`config.mk`:
```
export PLATFORM = sky130hd
export DESIGN_NAME = dmem_dma_copier
export DESIGN_NICKNAME = d
export VERILOG_FILES = /design/src/rtl/dmem_dma_copier_pkg.sv /design/src/rtl/dmem_dma_copier_req_tracker.sv /design/src/rtl/dmem_dma_copier.sv
export SDC_FILE = /design/constraint.sdc
export NUM_CORES = 1
export LEC_CHECK = 0
export ABC_AREA = 1
export CORE_UTILIZATION = 45
export DETAILED_ROUTE_END_ITERATION = 6
export GPL_TIMING_DRIVEN = 0
export PLACE_DENSITY = 0.78
export SLEW_MARGIN = 25
export SYNTH_ARGS = -nofsm -noshare
export SYNTH_HDL_FRONTEND = slang
export SYNTH_SLANG_ARGS = --single-unit
```
`constraint.sdc`:
```
create_clock -name clk -period 1.5 [get_ports clk]
set_clock_uncertainty 0.15 [all_clocks]
set_input_delay 0.225 -clock clk [delete_from_list [all_inputs] [get_ports clk]]
set_output_delay 0.225 -clock clk [all_outputs]
set_load 0.02 [all_outputs]
```
`src/rtl/dmem_dma_copier_pkg.sv`:
```
// Shared definitions for the data-memory block copier: FSM states,
// the word-access sign_mask encoding and data-memory address landmarks.
package dmem_dma_copier_pkg;

  typedef enum logic [2:0] {
    S_IDLE,
    S_RD_REQ,
    S_RD_WAIT,
    S_WR_REQ,
    S_WR_WAIT,
    S_DONE
  } state_t;

  localparam logic [3:0]  WORD_SIGN_MASK = 4'b0100;
  localparam logic [31:0] DMEM_BASE      = 32'h0000_1000;
  localparam logic [31:0] LED_ADDR       = 32'h0000_2000;

endpackage

```
`src/rtl/dmem_dma_copier_req_tracker.sv`:
```
// Single-cycle request issue plus completion detection on the data memory's
// stall handshake: an access is finished once stall has risen and fallen again.
module dmem_req_tracker (
  input  logic clk,
  input  logic reset_n,
  input  logic issue,
  input  logic is_write,
  input  logic waiting,
  input  logic mem_stall,
  output logic mem_read,
  output logic mem_write,
  output logic complete
);

  logic seen_stall;

  assign mem_read  = issue & ~is_write;
  assign mem_write = issue &  is_write;
  assign complete  = waiting & seen_stall & ~mem_stall;

  always_ff @(posedge clk or negedge reset_n) begin
    if (!reset_n) begin
      seen_stall <= 1'b0;
    end else if (issue || complete) begin
      seen_stall <= 1'b0;
    end else if (waiting && mem_stall) begin
      seen_stall <= 1'b1;
    end
  end

endmodule

```
`src/rtl/dmem_dma_copier.sv`:
```
// Block copier on the data-memory stall-handshake port: one read then one
// write per 32-bit word, ascending addresses, misalignment flagged as error.
module dmem_dma_copier
  import dmem_dma_copier_pkg::*;
#(
  parameter int LEN_W  = 10,
  parameter int ADDR_W = 32
) (
  input  logic              clk,
  input  logic              reset_n,
  input  logic              start,
  input  logic [ADDR_W-1:0] src_addr,
  input  logic [ADDR_W-1:0] dst_addr,
  input  logic [LEN_W-1:0]  len,
  output logic              busy,
  output logic              done,
  output logic              error,
  output logic [LEN_W-1:0]  words_left,
  output logic [ADDR_W-1:0] mem_addr,
  output logic [31:0]       mem_wdata,
  output logic              mem_read,
  output logic              mem_write,
  output logic [3:0]        mem_sign_mask,
  input  logic [31:0]       mem_rdata,
  input  logic              mem_stall
);

  state_t            state_q, state_d;
  logic [ADDR_W-1:0] src_q, dst_q;
  logic [31:0]       data_q;
  logic              issue, is_write, waiting, complete;
  logic              misaligned;

  assign misaligned    = (|src_addr[1:0]) | (|dst_addr[1:0]);
  assign busy          = (state_q != S_IDLE);
  assign done          = (state_q == S_DONE);
  assign mem_sign_mask = WORD_SIGN_MASK;
  assign mem_addr      = (state_q == S_RD_REQ) ? src_q :
                         (state_q == S_WR_REQ) ? dst_q : '0;
  assign mem_wdata     = (state_q == S_WR_REQ) ? data_q : '0;

  dmem_req_tracker u_tracker (
    .clk       (clk),
    .reset_n   (reset_n),
    .issue     (issue),
    .is_write  (is_write),
    .waiting   (waiting),
    .mem_stall (mem_stall),
    .mem_read  (mem_read),
    .mem_write (mem_write),
    .complete  (complete)
  );

  always_comb begin
    state_d  = state_q;
    issue    = 1'b0;
    is_write = 1'b0;
    waiting  = 1'b0;
    case (state_q)
      S_IDLE: begin
        if (start) begin
          if (misaligned || (len == '0)) state_d = S_DONE;
          else                           state_d = S_RD_REQ;
        end
      end
      S_RD_REQ: begin
        // Hold off while the memory is still finishing a previous access.
        if (!mem_stall) begin
          issue   = 1'b1;
          state_d = S_RD_WAIT;
        end
      end
      S_RD_WAIT: begin
        waiting = 1'b1;
        if (complete) state_d = S_WR_REQ;
      end
      S_WR_REQ: begin
        issue    = 1'b1;
        is_write = 1'b1;
        state_d  = S_WR_WAIT;
      end
      S_WR_WAIT: begin
        waiting  = 1'b1;
        is_write = 1'b1;
        if (complete) state_d = (words_left == LEN_W'(1)) ? S_DONE : S_RD_REQ;
      end
      S_DONE:  state_d = S_IDLE;
      default: state_d = S_IDLE;
    endcase
  end

  always_ff @(posedge clk or negedge reset_n) begin
    if (!reset_n) begin
      state_q    <= S_IDLE;
      src_q      <= '0;
      dst_q      <= '0;
      data_q     <= '0;
      words_left <= '0;
      error      <= 1'b0;
    end else begin
      state_q <= state_d;
      if (state_q == S_IDLE && start) begin
        src_q      <= src_addr;
        dst_q      <= dst_addr;
        words_left <= len;
        error      <= misaligned;
      end
      if (state_q == S_RD_WAIT && complete) begin
        data_q <= mem_rdata;
      end
      if (state_q == S_WR_WAIT && complete) begin
        src_q      <= src_q + ADDR_W'(4);
        dst_q      <= dst_q + ADDR_W'(4);
        words_left <= words_left - LEN_W'(1);
      end
    end
  end

endmodule

```
==> flow_summary.ini <==
[synthesis]
synth_area_sq_um = 7480
synth_top_family_by_area = simple AND/OR/NAND/NOR gates
syn_avg_cell_area_sq_um = 6.29
synth_area_leader_cell = dfrtp_1
synthMuxAreaShare_pct = 0
seq_area_frac_synth_pct = 37.2
synthFlopType = dfrtp_1
synth_compound_area_share_pct = 9.17
synth-edff-count = 0
yosys-top-cells-area = dfrtp_1, nand2_1, inv_1, nand3_1, nor2_1
yosys.area_share.simple_pct = 39.1
yosysWarnings = 0
yosys.cell_types.count = 31
synth-xor-area-share_pct = 1.64
synth_top_area_share_pct = 37.2
synth-seq-cells = 111
syn_inst = 1188
synthAdderAreaFrac_pct = 0.669
async_flop_share_pct = 100

[power]
intPower_mw = 11.6
max-vdd-ir-drop_mv = 1.01
p_per_area_nw_per_um2 = 1800
p_comb_share_pct = 62.4
p_leak_nw = 5.73
seq_power_share_pct = 25.6
netSwitchingPower_mw = 10.7
pwr-share-clk_pct = 12.0
sw_frac_of_total_pct = 47.9

[route]
ant_nets = 0
first_pass_iters = 5
drt_iter0_drc = 907
drc = 0
routedWlPerCell_um = 18.7
vias = 9267
routed_wl_um = 31600
viasPerCell = 5.49

[placed_design]
io_buffers = 188
place_area_sq_um = 10200
globalplace.congestion = 0.996
place_hpwl_um = 19400

[critical_path]
reg2regPathDepth = 11
endpoint_kind = primary output
critPathLaunchType = register
arrival_ns = 1.80
worst-path-max-fanout = 5
r2r_slack_ns = -0.59
reg2reg_from = state_q[1]
worstPathRequired_ns = 1.12
rr_endpoint = dst_q[21]
crit_type = reg2out

[floorplan]
io_pins = 193
dieHeight_um = 131
die_w_um = 131
num_rows = 46
start_util_pct = 46.6
core_area_sq_um = 16100
die_area_sq_um = 17100

[global_route]
grt_pass1_vias = 8811
grt_pass1_wl_um = 46000
grt_usage_pct = 36.0
grt_overflow = 0
grt_use_met1_pct = 44.1
antenna_found_initial = 0
use_met2_pct = 59.8
grt_max_degree = 78
grt_util_met3_pct = 7.82
top_usage_layer = met2

[clock_network]
htreeDepth = 3
clk_latency_ns = 0.37
path_clk_slew_ns = 0.09
cts_tree = built
cts_root_buf = clkbuf_16
cts.path.max_buffers = 2
cts_made_buffers = 9
clock_sinks = 111

[layout]
nets = 1582
final_core_util_pct = 77.3
fin_area_sq_um = 12400
drive_above_1_share_pct = 27.3
diodes = 0
syn_to_final_growth_pct = 66.1

[timing]
finalHoldViolCount = 0
rsz0062_at_grt = true
setup_slack_ns = -0.675
period_needed_ns = 2.18
fmax_ghz = 0.460
slew_violations = 0
min_period_over_period_pct = 145
fin_setup_tns_ns = -88.11
setup_violations = 179
fin_hold_ws_ns = 0.154

[status]
status = complete, but fails checks
violations = negative setup slack

[worst_hold_path]
hold_path.class = in2async

[flow_run]
max_cap_violations = 0
-- layout make-up --
type / count / area (sq um)
plain buffers: 35 / 474
clock buffers: 9 / 225
clock inverters: 7 / 95.1
fillers: 1084 / 3640
inverters: 175 / 684
multi-input cells: 863 / 4830
flip-flops and latches: 111 / 2790
well taps: 216 / 270
repair buffers: 273 / 3050
-- what timing repair did --
| action | CTS | global route |
|---|---|---|
| setup buffers | 46 | 17 |
| pin swaps | 35 | 14 |
| setup endpoints to repair | 187 | 186 |
| hold endpoints to repair | 111 | 0 |
| hold buffers | 1 | 0 |
| cloned | 18 | 4 |
| resized for setup | 591 | 68 |
-- layer usage --
layer / vias to the layer above / wire (um)
met2: 548 / 14700
li1: 4250 / -
met5: - / 0
met4: 0 / 1950
met1: 4320 / 11900
met3: 149 / 3020
-- sequential cells by signal, indices dropped and copies added (netlist names) --
name / flops
dst_q: 32
error: 1
data_q: 32
src_q: 32
u_tracker.seen_stall: 1
state_q: 3
words_left: 10
-- synth_stat cells, types with 6 or more instances --
cell,count
buf_4,10
o211ai_1,21
nor2_1,143
nand3_1,109
o21ai_0,27
nand2_1,448
o21ai_1,33
xor2_1,13
buf_2,17
dfrtp_1,111
clkbuf_1,12
inv_1,169
o22ai_1,30
inv_2,6
-- cell families (layout without fill, tap and decap cells) --
| logic type | after synthesis | in the layout |
|---|---|---|
| AND/OR/NAND/NOR | 722 | 724 |
| XOR/XNOR | 14 | 14 |
| adder cells (fa/ha/maj) | 4 | 4 |
| flip-flops | 111 | 111 |
| buffers and inverters | 218 | 499 |
| other | 2 | 4 |
| AO/OA/AOI/OAI | 117 | 117 |
-- worst max-delay path: stages, from the launching register on --
cell and delay (ns):
dfrtp_2 0.45, inv_2 0.17, nand3_4 0.23, clkbuf_16 0.25
o22ai_4 0.16, buf_6 0.15
-- per-stage QoR --
stage	instances	worst slack (ns)	total power, mW
2_1_floorplan	1190	-0.0764	12.0
6_report	1689	-0.675	22.4
3_5_place_dp	1595	-0.949	15.3
5_1_grt	1689	-0.696	23.6
3_3_place_gp	1594	-4.60	15.1
4_1_cts	1675	-0.593	21.1
-- how the worst max path moves through the flow --
| stage | start | end | slack [ns] | cells past startpoint |
|---|---|---|---|---|
| finish | state_q[1] | mem_addr[9] | -0.68 | 5 |
| global route | state_q[2] | mem_addr[9] | -0.70 | 6 |
| CTS | state_q[2] | mem_addr[14] | -0.59 | 6 |
| detailed placement | state_q[2] | mem_addr[29] | -0.95 | 5 |
| global placement | reset_n | data_q[26] | -4.60 | 1 |
| floorplan | state_q[0] | words_left[7] | -0.08 | 9 |
-- cells in the final DEF, fill, tap and decap left out, types with 3 or more instances in the layout --
master	Yosys	routed
nor2_2	4	19
conb_1	2	4
o22ai_2	0	8
o21ai_2	0	35
clkdlybuf4s50_1	0	108
nand3_2	2	25
ha_1	4	4
clkbuf_2	0	6
buf_4	10	58
o22ai_4	0	21
inv_2	6	4
xor2_1	13	13
nand3_1	109	81
inv_6	0	3
nand2_2	4	18
o21ai_0	27	15
o211ai_1	21	21
inv_1	169	166
nand2_4	1	11
dfrtp_1	111	103
nor2_4	3	24
buf_6	4	68
buf_8	0	15
inv_8	0	4
nor2_1	143	107
nor3_1	4	3
clkbuf_16	0	16
nand2_1	448	423
buf_16	0	11
o21ai_1	33	9
clkdlybuf4s15_2	0	16
clkbuf_8	0	3
nand3_4	0	6
dfrtp_2	0	8
buf_12	0	11
-- power groups by stage --
stage / registers [mW] / clock network, mW / logic (mW)
final: 5.72 / 2.68 / 14.0
after global routing: 5.86 / 2.80 / 14.9
after CTS: 5.63 / 2.69 / 12.8
after detailed placement: 5.57 / 0 / 9.70
after global placement: 5.57 / 0 / 9.51
after floorplan: 5.43 / 0 / 6.57
Note: power is estimated with default switching activity, not from simulation.
